**config.mk**
```make
export PLATFORM = sky130hd
export DESIGN_NAME = regfile_write_arbiter
export DESIGN_NICKNAME = d
export VERILOG_FILES = /design/src/rtl/regfile_write_arbiter.sv
export SDC_FILE = /design/constraint.sdc
export NUM_CORES = 1
export LEC_CHECK = 0
export BUFFER_PORTS_ARGS = -buffer_cell sky130_fd_sc_hd__buf_4
export CORE_UTILIZATION = 40
export CTS_CLUSTER_DIAMETER = 80
export DETAILED_ROUTE_END_ITERATION = 10
export SETUP_SLACK_MARGIN = 0.4
export SYNTH_ARGS = -nofsm -noshare
export SYNTH_HDL_FRONTEND = slang
export SYNTH_SLANG_ARGS = --single-unit
```
**constraint.sdc**
```tcl
create_clock -name clk -period 2.08 [get_ports clk]
set_clock_uncertainty 0.2 [all_clocks]
set_input_delay 0.104 -clock clk [delete_from_list [all_inputs] [get_ports clk]]
set_output_delay 0.104 -clock clk [all_outputs]
set_load 0.1 [all_outputs]
```
**src/rtl/regfile_write_arbiter.sv**
```systemverilog
// Shares the register file write port between the WB and ML result producers.
// Each requester has a one-entry slot; pending values are visible to decode.
module regfile_write_arbiter #(
    parameter int MAX_WAIT = 4
) (
    input  logic        clk,
    input  logic        reset,
    input  logic        wb_valid,
    output logic        wb_ready,
    input  logic [4:0]  wb_addr,
    input  logic [31:0] wb_data,
    input  logic        ml_valid,
    output logic        ml_ready,
    input  logic [4:0]  ml_addr,
    input  logic [31:0] ml_data,
    output logic        rf_write_enable,
    output logic [4:0]  rf_addr_write,
    output logic [31:0] rf_in,
    input  logic [4:0]  query_addr,
    output logic        query_hit,
    output logic [31:0] query_data
);
    localparam logic [3:0] CntMax = 4'(MAX_WAIT);

    logic        wb_v_q, wb_v_d;
    logic [4:0]  wb_addr_q, wb_addr_d;
    logic [31:0] wb_data_q, wb_data_d;
    logic        ml_v_q, ml_v_d;
    logic [4:0]  ml_addr_q, ml_addr_d;
    logic [31:0] ml_data_q, ml_data_d;
    logic [3:0]  cnt_q, cnt_d;

    logic same_addr;
    logic gnt_wb;
    logic gnt_ml;
    logic ml_lose;
    logic wb_xfer;
    logic ml_xfer;
    logic wb_hit;
    logic ml_hit;

    // A same-register collision means the ML value is dead: WB is younger.
    assign same_addr = wb_v_q && ml_v_q && (wb_addr_q == ml_addr_q);
    assign gnt_ml    = ml_v_q && !same_addr && (!wb_v_q || cnt_q == CntMax);
    assign gnt_wb    = wb_v_q && !gnt_ml;
    assign ml_lose   = ml_v_q && !gnt_ml && !same_addr;

    assign wb_ready = !wb_v_q || gnt_wb;
    assign ml_ready = !ml_v_q || gnt_ml || same_addr;
    assign wb_xfer  = wb_valid && wb_ready;
    assign ml_xfer  = ml_valid && ml_ready;

    always_comb begin
        rf_write_enable = 1'b0;
        rf_addr_write   = '0;
        rf_in           = '0;
        unique case (1'b1)
            gnt_wb: begin
                rf_write_enable = 1'b1;
                rf_addr_write   = wb_addr_q;
                rf_in           = wb_data_q;
            end
            gnt_ml: begin
                rf_write_enable = 1'b1;
                rf_addr_write   = ml_addr_q;
                rf_in           = ml_data_q;
            end
            default: ;
        endcase
    end

    assign wb_hit = wb_v_q && (wb_addr_q == query_addr) && (query_addr != '0);
    assign ml_hit = ml_v_q && (ml_addr_q == query_addr) && (query_addr != '0);

    always_comb begin
        query_hit  = wb_hit || ml_hit;
        query_data = '0;
        if (wb_hit) begin
            query_data = wb_data_q;
        end else if (ml_hit) begin
            query_data = ml_data_q;
        end
    end

    always_comb begin
        wb_v_d    = wb_v_q && !gnt_wb;
        wb_addr_d = wb_addr_q;
        wb_data_d = wb_data_q;
        ml_v_d    = ml_v_q && !gnt_ml && !same_addr;
        ml_addr_d = ml_addr_q;
        ml_data_d = ml_data_q;
        // Writes to x0 are accepted but never occupy a slot.
        if (wb_xfer) begin
            wb_v_d    = (wb_addr != '0);
            wb_addr_d = wb_addr;
            wb_data_d = wb_data;
        end
        if (ml_xfer) begin
            ml_v_d    = (ml_addr != '0);
            ml_addr_d = ml_addr;
            ml_data_d = ml_data;
        end
        cnt_d = '0;
        if (ml_lose) begin
            cnt_d = (cnt_q == CntMax) ? cnt_q : cnt_q + 4'd1;
        end
    end

    always_ff @(posedge clk) begin
        if (reset) begin
            wb_v_q    <= 1'b0;
            wb_addr_q <= '0;
            wb_data_q <= '0;
            ml_v_q    <= 1'b0;
            ml_addr_q <= '0;
            ml_data_q <= '0;
            cnt_q     <= '0;
        end else begin
            wb_v_q    <= wb_v_d;
            wb_addr_q <= wb_addr_d;
            wb_data_q <= wb_data_d;
            ml_v_q    <= ml_v_d;
            ml_addr_q <= ml_addr_d;
            ml_data_q <= ml_data_d;
            cnt_q     <= cnt_d;
        end
    end
endmodule

```
==> impl_metrics.toml, run 1 <==
[detailed_routing]
avgViaCountPerCell = 4.902
drtIter0Drc = 234
route.antenna.remaining_nets = 0
drcViolationCount = 0
firstDrtPassIters = 4
drt_wl_total_mm = 17.58
wl_per_cell_um = 17.22
num_vias = 5005

[worst_setup_path]
critPathCaptureType = "primary output"
worst-r2r-cell-count = 8
worstPathCellList = "xnor2_1, nand4_1, o21ai_4, buf_12, buf_4, mux2i_4, buf_12"
cp_slowest_stage_delay_ns = 0.34
critical_path_class = "reg -> out"
crit_arrival_ns = 2.13
path_common_cell = "buf_12"
crit_path_top_delay_cell = "dfxtp_2"
worst-path-buf-inv = 3
crit_fanout = 5
path_depth = 7
rrSetupSlack_ns = -0.02
endpoint = "rf_addr_write[4]"
timing.rr.end = "ml_data_q[31]"
startpoint_type = "flop"
cp_top_family = "buffers and inverters"
cp.required_ns = 1.78
crit_path_start = "wb_addr_q[4]"
r2r-start = "wb_addr_q[4]"

[global_routing]
grt_max_degree = 86
grt.total_usage_pct = 26.83
grt_first_pass_wirelength_mm = 27.14
antenna_found_initial = 1
grt_remaining_overflow = 0
grt_pass1_vias = 5320

[synth]
synth.area.top_cells = "dfxtp_1 31%, mux2i_1 21%, nand2b_1 18%"
synthCells = 583
synth_area_um2 = 5245
post-synth-top-area-cell = "dfxtp_1"
syn_area_per_cell_um2 = 8.997
ys_seq_area_share_pct = 30.53
synth.top_cell.area_share_pct = 30.53
synth_edf_count = 0
synthFlopType = "dfxtp_1"
async_reset_ff_share_pct = 0
synth_nets = 668
ys_seq_elements = 80
yosys_warnings = 0
yosysUniqueCellTypes = 31

[die]
die_y_um = 116.5
die_x_um = 116.5
die_area_um2 = 13570
start_util_pct = 41.23
rows = 41
io_pins = 156
core-area_um2 = 12720

[placed_design]
place_congestion = 0.8203
place.port_buffers = 155
place_ws_ns = -0.1010
dpl.hpwl_mm = 10.37

[clock_network]
htree_num_levels = 3
cts_num_sinks = 80
clk_path_buf_depth = 2
clk_pin_slew_ns = 0.06
cts_tree = "yes"
worst_skew_pair.late_latency_ns = 0.35
cts_root_buf = "clkbuf_16"
cts_made_buffers = 9

[final_layout]
layout.cells.most_common_list = "147 x nand2b_1, 106 x buf_4, 92 x buf_12, 77 x dlygate4sd3_1"
drive_above_1_share_pct = 39.62
mostFrequentLayoutCell = "nand2b_1"
nets = 928
final_util_pct = 78.49
area_growth_pct = 90.39

[pwr]
p_per_area_nw_per_um2 = 511.0
swShare_pct = 30.56
max-vdd-ir-drop_mv = 0.6333
leakage_nw = 4.333
clockPowerShare_pct = 33.3
p_int_mw = 3.543
p_switching_mw = 1.560
power.total_mw = 5.103
pwr-share-comb_pct = 32.8
pwr-share-seq_pct = 33.9

[timing]
finalHoldViolations = 0
rsz0062_at_grt = "true"
timing.final.crit_share_pct = 117.1
setup_ws_ns = -0.3551
finalSetupViolCount = 75
layout_min_cycle_time_ns = 2.435
slew_violations = 0
setup-tns-final_ns = -22.17
clock.fmax_ghz = 0.4107
relSlewSlack_pct = 74.64
worst_pin_slew_ns = 0.3804

[min_path]
hold_depth = 2
holdCritPathClass = "reg -> reg"
hp-start = "ml_data_q[23]"

[run_status]
violations = "setup timing"
status = "finished, violations left"

[flow_run]
drv_cap = 0
-- area by class of cell --
type	count	area (um2)
Sequential cell	80	1614
Antenna cell	1	2.502
Inverter	41	153.9
Fill cell	789	2736
Clock inverter	2	35.03
Multi-Input combinational cell	419	3934
Tap cell	172	215.2
Timing Repair Buffer	292	3747
Clock buffer	14	284.0
-- power groups by stage --
stage	Sequential [mW]	Combinational, mW	Clock, mW
finish	1.73	1.67	1.70
global route	1.74	1.76	1.79
CTS	1.72	1.62	1.73
detailed placement	1.75	1.27	0
global placement	1.75	1.26	0
floorplan	1.73	0.886	0
-- through the flow --
| step | cell area (um2) | cells | hold slack [ns] |
|---|---|---|---|
| 4_1_cts | 9794 | 1013 | 0.2874 |
| 3_3_place_gp | 7481 | 907 | 0.1731 |
| 3_5_place_dp | 7481 | 907 | 0.1823 |
| 2_1_floorplan | 5863 | 583 | 0.05177 |
| 6_report | 9986 | 1021 | 0.2853 |
| 5_1_grt | 9986 | 1021 | 0.3079 |
-- tightest hold or removal path, delay by kind of cell, from the launching register on --
| family | cells | cell delay, ns |
|---|---|---|
| muxes | 1 | 0.06 |
| and+or+nand+nor | 1 | 0.07 |
| DFF | 1 | 0.31 |
-- per-layer routing --
| layer | part of all wire, % | track usage [%] | vias up | wire length [um] |
|---|---|---|---|---|
| met5 | 0 | 0 | - | 0 |
| met4 | 2.8 | 12.65 | 0 | 488 |
| met1 | 40 | 30.35 | 2383 | 7036 |
| met3 | 4.1 | 5.397 | 38 | 723 |
| met2 | 53 | 48.21 | 157 | 9330 |
| li1 | - | - | 2427 | - |
-- state kept, by name, summed over array words and instances (netlist names) --
name	flops
ml_v_q	1
cnt_q	4
wb_addr_q	5
wb_data_q	32
wb_v_q	1
ml_data_q	32
ml_addr_q	5
-- worst min-delay path by stage --
stage	endpoint	slack, ns
final	ml_data_q[23]	0.29
after global routing	ml_data_q[30]	0.31
after CTS	ml_data_q[5]	0.29
after detailed placement	ml_data_q[11]	0.18
after global placement	ml_data_q[24]	0.17
after floorplan	ml_addr_q[0]	0.05
-- logic make-up (layout without fill, tap and decap cells) --
logic type / after synthesis / after routing / share of synthesized area [%]
other: 0 / 1 / 0
buffers and inverters: 84 / 349 / 7.324
adder cells (fa/ha/maj): 2 / 2 / 0.4770
AND/OR/NAND/NOR: 242 / 242 / 27.15
flip-flops: 80 / 80 / 30.53
multiplexers: 143 / 143 / 30.13
AO/OA/AOI/OAI: 15 / 15 / 1.550
XOR/XNOR: 17 / 17 / 2.839
-- what timing repair did --
item                                    4_1_cts  5_1_grt
setup buffers                                 7        5
hold buffers                                 77        0
cloned                                        6        2
pin swaps                                     5        6
gates resized for setup                     237       20
hold endpoints to repair                     76        0
endpoints found under the setup margin      151      153
-- synthesized netlist by cell type, types with 6 or more instances --
master,number
nand2_1,42
o21ai_0,6
inv_1,41
clkbuf_1,27
nand2b_1,147
xor2_1,9
xnor2_1,8
mux2i_1,111
dfxtp_1,80
and3_1,32
mux2_4,29
buf_4,12
No activity file was read; power rests on OpenSTA's default activity.
==> inputs of run 2 (changes only) <==
==> constraint.sdc (replaced) <==
create_clock -name clk -period 2.27 [get_ports clk]
set_clock_uncertainty 0.2 [all_clocks]
set_input_delay 0.1135 -clock clk [delete_from_list [all_inputs] [get_ports clk]]
set_output_delay 0.1135 -clock clk [all_outputs]
set_load 0.1 [all_outputs]
==> run 2 against run 1 <==
Compared with the run above:
- the run still ends with setup timing left
- worst hold slack got worse by 0.088 ns
- final cell count rose by 0.69%
- global-route usage increased by 0.12 points
- sequential cell count unchanged
==> impl_metrics.toml, run 2 (same netlist as run 1, synthesis figures left out) <==
[run_status]
status = "finished, violations left"
violations = "setup timing"

[worst_setup_path]
cp_slowest_stage_delay_ns = 0.38
worst-path-buf-inv = 2
critical_path_class = "reg -> out"
timing.rr.end = "ml_data_q[13]"
r2r-start = "wb_addr_q[2]"
crit_path_top_delay_cell = "nor4_2"
crit_path_start = "wb_addr_q[0]"
critPathCaptureType = "primary output"
worst-r2r-cell-count = 11
startpoint_type = "flop"
path_common_cell = "buf_12"
crit_fanout = 17
cp_top_family = "simple AND/OR/NAND/NOR gates"
cp.required_ns = 1.96
crit_arrival_ns = 2.15
rrSetupSlack_ns = -0.05
worstPathCellList = "xor2_1, nor4_2, nand4_4, buf_12, mux2_4, buf_12"

[detailed_routing]
firstDrtPassIters = 4
avgViaCountPerCell = 4.911
drtIter0Drc = 231
drt_wl_total_mm = 18.73
wl_per_cell_um = 18.22
drcViolationCount = 0
num_vias = 5048
route.antenna.remaining_nets = 0

[placed_design]
placed_area_um2 = 7237
dpl.hpwl_mm = 10.13
placed_cells = 892
place_congestion = 0.8207
place.port_buffers = 155

[final_layout]
mostFrequentLayoutCell = "nand2b_1"
instances_no_fill = 1028
area_growth_pct = 92.32
num-fill-cells = 781
top_regs = "ml_data_q: 32 flops, wb_data_q: 32 flops"
layout.cells.most_common_list = "147 x nand2b_1, 100 x buf_4, 91 x buf_12, 76 x dlygate4sd3_1, 70 x mux2i_1"
fin_area_um2 = 10090
final_util_pct = 79.29
diodes = 0
nets = 937
drive_above_1_share_pct = 40.89

[global_routing]
grt_max_degree = 155
antenna_found_initial = 0
grt.total_usage_pct = 26.95
grt_pass1_vias = 5282
grt_remaining_overflow = 0
grt_first_pass_wirelength_mm = 27.39

[pwr]
max-vdd-ir-drop_mv = 0.3756
p_int_mw = 3.090
leakage_nw = 4.359
pwr-share-comb_pct = 35.5
clockPowerShare_pct = 29.7
pwr-share-seq_pct = 34.8
power.total_mw = 4.558
swShare_pct = 32.21
p_per_area_nw_per_um2 = 451.9
p_switching_mw = 1.468

[die]
die_y_um = 116.5
core-area_um2 = 12720
die_area_um2 = 13570
die_x_um = 116.5
io_pins = 156
rows = 41
start_util_pct = 41.23

[clock_network]
cts_num_sinks = 80
htree_num_levels = 3
cts_tree = "yes"
clk_pin_slew_ns = 0.06
worst_skew_pair.late_latency_ns = 0.34
clk_path_buf_depth = 2
cts_root_buf = "clkbuf_16"
cts_made_buffers = 9

[min_path]
hold_path_end = "ml_v_q"
hp-start = "reset"
hold_depth = 3
holdCritPathClass = "in -> reg"

[timing]
worst_pin_slew_ns = 0.5302
setup-tns-final_ns = -11.33
finalSetupViolCount = 75
clock.fmax_ghz = 0.4056
relSlewSlack_pct = 64.65
timing.final.crit_share_pct = 108.6
rsz0062_at_grt = "true"
setup_ws_ns = -0.1956
layout_min_cycle_time_ns = 2.466
finalHoldViolations = 0
slew_violations = 0

[flow_run]
drv_cap = 0
-- run 2: changes by cell type in the layout (fill, tap and decap cells not counted), sizes merged --
cell         previous run  this run
diode                   1         0
clkinv                  1         3
buf                   210       222
bufbuf                  3         0
clkbuf                 16        15
bufinv                  1         0
dlygate4sd3            77        76
-- run 2: tightest hold or removal path: cells and delay by family --
kind / cells / cell delay, ns
buffers and inverters: 2 / 0.42
AOI/OAI and AO/OA: 1 / 0.04
-- run 2: worst max-delay path by stage --
stage / slack (ns) / to / cells after the start
final: -0.20 / query_data[17] / 6
after global routing: -0.25 / rf_in[5] / 8
after global placement: 0.04 / rf_in[19] / 6
after detailed placement: 0.007 / rf_in[19] / 6
after CTS: -0.21 / rf_in[9] / 8
after floorplan: -0.13 / rf_addr_write[0] / 8
-- run 2: cell type report --
type	instances	area, um2	area share, %
Clock buffer	12	246.5	2.444
Clock inverter	3	18.77	0.1861
Inverter	41	153.9	1.526
Multi-Input combinational cell	419	3935	39.01
Sequential cell	80	1623	16.09
Tap cell	172	215.2	2.133
Timing Repair Buffer	301	3895	38.61
-- run 2: per-stage QoR --
stage,setup WS [ns],hold slack [ns]
floorplan,-0.1308,0.06127
global placement,0.03581,0.1812
detailed placement,0.006589,0.1964
CTS,-0.2101,0.1391
global route,-0.2465,0.1808
finish,-0.1956,0.1971
-- run 2: power groups by stage --
stage	clock [mW]	combinational [mW]	sequential (mW)
2_1_floorplan	0	0.801	1.59
3_3_place_gp	0	1.09	1.61
3_5_place_dp	0	1.11	1.61
4_1_cts	1.37	1.54	1.58
5_1_grt	1.42	1.68	1.60
6_report	1.35	1.62	1.59
-- run 2: metal layers --
metal  track usage, %  routed length, um  up-vias
li1                 -                  -     2446
met1            30.66               7814     2425
met2            48.32               9695      137
met3            4.619                638       40
met4            13.76                577        0
met5                0                  0        -
-- run 2: repair_timing --
action	in CTS	in global routing
cloned	9	3
buffers inserted	28	5
pin swaps	6	13
endpoints found under the setup margin	146	152
hold buffers	76	0
endpoints found under the hold margin	76	0
resized for setup	258	28
